[src/rtl/audio_decimator.sv]
// audio_decimator: 18-bit stereo sampled every clk32 -> low-passed, rounded 16-bit stereo at RATE.
// Optional rectangular rounding dither from a 16-bit LFSR when AUDIO_DECIM_DITHER_EN is defined.
module audio_decimator #(
    parameter int unsigned CLK_HZ    = 31500000,
    parameter int unsigned RATE      = 48000,
    parameter int unsigned LPF_SHIFT = 6
) (
    input  logic               clk32,
    input  logic               reset,
    input  logic signed [17:0] audio_l,
    input  logic signed [17:0] audio_r,
    output logic signed [15:0] sample_l,
    output logic signed [15:0] sample_r,
    output logic               sample_valid,
    input  logic               sample_ready,
    output logic               overrun
);
    localparam int unsigned IN_W   = 18;
    localparam int unsigned OUT_W  = 16;
    localparam int unsigned PH_W   = 26;
    localparam int unsigned ACC_W  = IN_W + LPF_SHIFT;
    localparam int unsigned CONV_W = IN_W + 1;

    logic [PH_W-1:0]         phase;
    logic [PH_W:0]           phase_sum_c;
    logic                    tick_c;
    logic signed [ACC_W-1:0] acc_l;
    logic signed [ACC_W-1:0] acc_r;
    logic signed [IN_W-1:0]  y_l_c;
    logic signed [IN_W-1:0]  y_r_c;
    logic [1:0]              rnd_c;
    logic signed [OUT_W-1:0] pcm_l_c;
    logic signed [OUT_W-1:0] pcm_r_c;
    logic                    xfer_c;
    logic                    load_c;

    // Fractional-rate tick: exactly RATE ticks per CLK_HZ cycles
    assign phase_sum_c = {1'b0, phase} + (PH_W+1)'(RATE);
    assign tick_c      = (phase_sum_c >= (PH_W+1)'(CLK_HZ));

    always_ff @(posedge clk32 or posedge reset) begin
        if (reset) begin
            phase <= '0;
        end else if (tick_c) begin
            phase <= PH_W'(phase_sum_c - (PH_W+1)'(CLK_HZ));
        end else begin
            phase <= PH_W'(phase_sum_c);
        end
    end

    // One-pole IIR; acc holds y scaled by 2^LPF_SHIFT so steady state is bias-free
    always_ff @(posedge clk32 or posedge reset) begin
        if (reset) begin
            acc_l <= '0;
            acc_r <= '0;
        end else begin
            acc_l <= acc_l + ACC_W'(audio_l) - (acc_l >>> LPF_SHIFT);
            acc_r <= acc_r + ACC_W'(audio_r) - (acc_r >>> LPF_SHIFT);
        end
    end

    assign y_l_c = IN_W'(acc_l >>> LPF_SHIFT);
    assign y_r_c = IN_W'(acc_r >>> LPF_SHIFT);

`ifdef AUDIO_DECIM_DITHER_EN
    logic [15:0] lfsr;

    always_ff @(posedge clk32 or posedge reset) begin
        if (reset) begin
            lfsr <= 16'hACE1;
        end else if (tick_c) begin
            lfsr <= {lfsr[14:0], lfsr[15] ^ lfsr[13] ^ lfsr[12] ^ lfsr[10]};
        end
    end

    assign rnd_c = lfsr[1:0];
`else
    assign rnd_c = 2'd2;
`endif

    // Round by dropping two LSBs, then clip to the 16-bit range
    function automatic logic signed [OUT_W-1:0] to_pcm(input logic signed [IN_W-1:0] y,
                                                       input logic [1:0] rnd);
        logic signed [CONV_W-1:0] rnd_s;
        logic signed [CONV_W-1:0] r;
        rnd_s = CONV_W'(rnd);
        r     = (CONV_W'(y) + rnd_s) >>> 2;
        if (r > CONV_W'(32767)) begin
            to_pcm = 16'sh7FFF;
        end else if (r < CONV_W'(-32768)) begin
            to_pcm = 16'sh8000;
        end else begin
            to_pcm = OUT_W'(r);
        end
    endfunction

    assign pcm_l_c = to_pcm(y_l_c, rnd_c);
    assign pcm_r_c = to_pcm(y_r_c, rnd_c);

    assign xfer_c = sample_valid && sample_ready;
    assign load_c = tick_c && (!sample_valid || xfer_c);

    // One-entry output register; a tick into a stalled register is dropped and flagged
    always_ff @(posedge clk32 or posedge reset) begin
        if (reset) begin
            sample_l     <= '0;
            sample_r     <= '0;
            sample_valid <= 1'b0;
            overrun      <= 1'b0;
        end else begin
            if (load_c) begin
                sample_l     <= pcm_l_c;
                sample_r     <= pcm_r_c;
                sample_valid <= 1'b1;
            end else if (xfer_c) begin
                sample_valid <= 1'b0;
            end
            if (tick_c && sample_valid && !sample_ready) begin
                overrun <= 1'b1;
            end
        end
    end

endmodule
[config.mk]
export PLATFORM = sky130hd
export DESIGN_NAME = audio_decimator
export DESIGN_NICKNAME = d
export VERILOG_FILES = /design/src/rtl/audio_decimator.sv
export SDC_FILE = /design/constraint.sdc
export NUM_CORES = 1
export LEC_CHECK = 0
export CAP_MARGIN = 20
export CORE_ASPECT_RATIO = 0.5
export CORE_MARGIN = 5
export CORE_UTILIZATION = 40
export DETAILED_ROUTE_END_ITERATION = 10
export GPL_TIMING_DRIVEN = 0
export PLACE_DENSITY = 0.72
export SLEW_MARGIN = 20
export SYNTH_ARGS = -nofsm -noshare
export SYNTH_HDL_FRONTEND = slang
export SYNTH_SLANG_ARGS = --single-unit
export TNS_END_PERCENT = 20
[constraint.sdc]
create_clock -name clk32 -period 3.3 [get_ports clk32]
set_input_delay 0.33 -clock clk32 [delete_from_list [all_inputs] [get_ports clk32]]
set_output_delay 0.33 -clock clk32 [all_outputs]
set_load 0.005 [all_outputs]
==> metrics.txt <==
transition time at the pin with the least slew margin=0.884 ns; maximum clock rate=296 MHz; insertion delay of the later-clocked pin in the worst-skew pair=0.36 ns; drt wl/cell=15.1 um; Top FF cell, synth=sky130_fd_sc_hd__dfrtp_1; CTS clk-pin slew, worst paths=0.07 ns; global-route wire length before repair=33600 um; number of global-route vias before repair=6887; chip width=218 um; Bufs and invs on worst path=3; IR drop worst, VDD=0.528 mV; cell chosen for the clock root=sky130_fd_sc_hd__clkbuf_16; total area of multi-input combinational cells=5410 um2; weighted congestion reported at the end of routability-driven placement=0.910; total global routing track utilization=16.7%; antenna diode instance count=0; number of antenna violations at the first check in global routing=0; critical path's slowest cell=sky130_fd_sc_hd__fa_1; placeable core area=21400 um2; required arrival time at the worst endpoint=3.54 ns; Die Ht=114 um; GR Layer Usage met2=28.6%; number of iterations in the first detailed-routing pass=5; post-detailed-route count of antenna-violating nets=0; sequential cell area=2590 um2; Final Max Slew Viols=0; cell area after placement=9760 um2; relative slew slack=40.6%; ys async rst share=100%; final-layout worst hold slack=0.327 ns; post-route DRC violation count=0; post-synthesis instance total=967; Setup Skew=0.00954 ns; Final Total Pwr=12700 uW; violated checks=negative setup slack; setup repair after global routing missed its margin=yes; Period minus WS final=3.38 ns; number of different library cells in the post-synthesis netlist=72; Yosys top cell by area=sky130_fd_sc_hd__dfrtp_1; clock tree from TritonCTS=done; area of the die=24800 um2; total via count after detailed routing=7085; initial DRC count=463; number of CTS-inserted buffers=9; Cell Area, Synth=8630 um2; LEAKAGE=0.00480 uW; post-layout util=48.6%; path type of the worst setup path=in -> reg; GR met1 Demand/Resource=21.7%; largest buffer count on any clock path=2; share of cells above drive strength 1=11.1%; Max stage delay on crit path=0.53 ns; met3 global-route usage=3.42%; Top delay family on crit path=compound AO/OA/AOI/OAI gates; CTS Hold Buffers Added=0; final setup violating endpoints=1; max-capacitance violation count=0; number of register bits inferred by synthesis=103; boundary pin count=73; Final Routed Wirelength=20700 um; final hold violations=0; post-synth net total=1107; CP startpoint kind=input pin; area share of the leading cell type in the synthesized netlist=29.9%; largest net degree at the start of global routing=73; layer with the highest usage after global routing=met2; area delta synth->final=20.8%; leading post-synthesis cells by cell area=sky130_fd_sc_hd__dfrtp_1 30%, sky130_fd_sc_hd__fa_1 11%, sky130_fd_sc_hd__inv_1 8.6%; H-Tree Level Count=3; critical path endpoint category=register; worst min path class=in -> async; final non-filler cell area=10400 um2; hpwl dp=16000 um; number of nets in the layout=1208; mean cell area of the mapped netlist=8.92 um2; effective utilization at floorplan=40.2%; number of warnings reported in the yosys synthesis log=0; sequential fraction of the synthesis area=29.9%; Post-synth EDFFs=0; grt total ovfl=0; CTS sink cnt=103; final worst-path setup slack=-0.0758 ns; Total Neg Setup Slack=-0.0758 ns; power per unit of standard cell area=1220 nW/um2; ratio of final minimum period to clock period=102%; crit path cell chain=clkdlybuf4s50_1 > inv_1 > fa_1 > inv_1 > ha_4 > o211ai_1 > o21ai_2 > o311a_1 > a21o_1 > o41ai_4 > o21ai_2 > o41a_1 > xnor2_1; routed via count divided by cell count=5.16; data arrival time of the critical path=3.61 ns; number of port buffers=72; run status=complete, but fails checks; Placement Rows=38; layout filler cell count=1983; maximum net fanout on the critical path=4
-- timing repair --
item | 4_1_cts | 5_1_grt
resized for setup | 19 | 51
gates cloned | 0 | 0
buffers inserted | 2 | 15
pin swaps | 5 | 18
setup endpoints to repair | 46 | 63
-- state kept, by name (all words and copies together) (netlist names) --
name and cells:
acc_l 24, acc_r 24, phase 21, sample_l 16, sample_r 16, overrun 1
sample_valid 1
-- synth_stat cells (3+ instances only) --
master / n
sky130_fd_sc_hd__o41ai_1: 4
sky130_fd_sc_hd__o21bai_1: 4
sky130_fd_sc_hd__and4_1: 4
sky130_fd_sc_hd__dfrtp_1: 103
sky130_fd_sc_hd__clkbuf_1: 11
sky130_fd_sc_hd__fa_1: 46
sky130_fd_sc_hd__o21a_1: 22
sky130_fd_sc_hd__nor2_1: 72
sky130_fd_sc_hd__ha_1: 55
sky130_fd_sc_hd__o211ai_1: 20
sky130_fd_sc_hd__nand4_1: 12
sky130_fd_sc_hd__o21ai_0: 38
sky130_fd_sc_hd__inv_1: 198
sky130_fd_sc_hd__mux2_2: 7
sky130_fd_sc_hd__o311a_1: 3
sky130_fd_sc_hd__and3_1: 9
sky130_fd_sc_hd__nand2_1: 34
sky130_fd_sc_hd__nand3b_1: 3
sky130_fd_sc_hd__nand2b_1: 10
sky130_fd_sc_hd__a211o_1: 4
sky130_fd_sc_hd__xor2_1: 14
sky130_fd_sc_hd__a31oi_1: 21
sky130_fd_sc_hd__a211oi_1: 9
sky130_fd_sc_hd__nor2b_1: 8
sky130_fd_sc_hd__nor3_1: 14
sky130_fd_sc_hd__or3_1: 4
sky130_fd_sc_hd__nand3_1: 26
sky130_fd_sc_hd__and2_1: 5
sky130_fd_sc_hd__a21o_1: 18
sky130_fd_sc_hd__buf_4: 5
sky130_fd_sc_hd__buf_2: 4
sky130_fd_sc_hd__o31a_1: 3
sky130_fd_sc_hd__nor4_1: 8
sky130_fd_sc_hd__a21oi_1: 45
sky130_fd_sc_hd__xnor2_1: 78
-- path summary, 6_finish.rpt --
check                                     from                  end  slack [ns]  depth (start not counted)
max                                 audio_r[3]  acc_r[23]$_DFF_PP0_       -0.08                         13
min                                      reset  phase[10]$_DFF_PP0_        0.33                          2
max reg2reg                 acc_r[7]$_DFF_PP0_  acc_r[23]$_DFF_PP0_       -0.07                         11
min reg2reg                overrun$_DFFE_PP0P_  overrun$_DFFE_PP0P_        0.48                          1
max in group asynchronous                reset   acc_r[8]$_DFF_PP0_        2.31                          3
min in group clk32         overrun$_DFFE_PP0P_  overrun$_DFFE_PP0P_        0.48                          1
-- where the power goes --
group | total [uW] | leakage (uW) | switching, uW | internal, uW
clock network | 1060 | 0.000135 | 506 | 556
registers | 2170 | 0.00113 | 410 | 1760
logic | 9460 | 0.00354 | 5120 | 4340
total | 12700 | 0.00480 | 6030 | 6660
-- metrics by stage --
step                      worst slack, ns  cells
final                             -0.0758   1373
after global routing               -0.241   1373
after CTS                         -0.0429   1358
after detailed placement           -0.857   1340
after global placement              -1.51   1339
after floorplan                     0.113    967
-- cell families (layout without fill, tap and decap cells) --
family	count (synthesis)	after routing	share of synthesized area (%)
AO/OA/AOI/OAI	219	219	17.8
adder cells (fa/ha/maj)	101	101	18.7
buffers and inverters	220	326	10.0
XOR/XNOR	92	92	9.34
AND/OR/NAND/NOR	224	224	13.3
flip-flops	103	103	29.9
multiplexers	8	8	1.03
-- placed cells by master (no fill, tap or decap), types with 9 or more instances in the layout --
| master | Yosys | routed |
|---|---|---|
| sky130_fd_sc_hd__inv_1 | 198 | 190 |
| sky130_fd_sc_hd__dfrtp_1 | 103 | 92 |
| sky130_fd_sc_hd__xnor2_1 | 78 | 77 |
| sky130_fd_sc_hd__nor2_1 | 72 | 72 |
| sky130_fd_sc_hd__clkdlybuf4s50_1 | 0 | 69 |
| sky130_fd_sc_hd__fa_1 | 46 | 46 |
| sky130_fd_sc_hd__ha_1 | 55 | 46 |
| sky130_fd_sc_hd__a21oi_1 | 45 | 42 |
| sky130_fd_sc_hd__nand2_1 | 34 | 33 |
| sky130_fd_sc_hd__o21ai_0 | 38 | 30 |
| sky130_fd_sc_hd__nand3_1 | 26 | 26 |
| sky130_fd_sc_hd__buf_4 | 5 | 22 |
| sky130_fd_sc_hd__o21a_1 | 22 | 22 |
| sky130_fd_sc_hd__a31oi_1 | 21 | 20 |
| sky130_fd_sc_hd__o211ai_1 | 20 | 20 |
| sky130_fd_sc_hd__a21o_1 | 18 | 18 |
| sky130_fd_sc_hd__nor3_1 | 14 | 14 |
| sky130_fd_sc_hd__xor2_1 | 14 | 14 |
| sky130_fd_sc_hd__nand4_1 | 12 | 12 |
| sky130_fd_sc_hd__dfrtp_2 | 0 | 11 |
| sky130_fd_sc_hd__nand2b_1 | 10 | 10 |
| sky130_fd_sc_hd__clkbuf_1 | 11 | 10 |
| sky130_fd_sc_hd__clkbuf_16 | 0 | 9 |
-- area by class of cell --
class / instances / area share [%]
inverters: 198 / 7.18
multi-input cells: 644 / 51.9
plain buffers: 22 / 1.27
clock buffers: 12 / 2.46
clock inverters: 4 / 0.276
well taps: 300 / 3.60
flip-flops and latches: 103 / 24.9
repair buffers: 90 / 8.47
-- routing by layer --
layer | part of all wire (%) | vias up | wire, um
li1 | - | 3435 | -
met1 | 43 | 3436 | 9000
met2 | 49 | 173 | 10300
met3 | 5.0 | 41 | 1040
met4 | 2.1 | 0 | 439
met5 | 0 | - | 0
No activity file was read; power rests on OpenSTA's default activity.
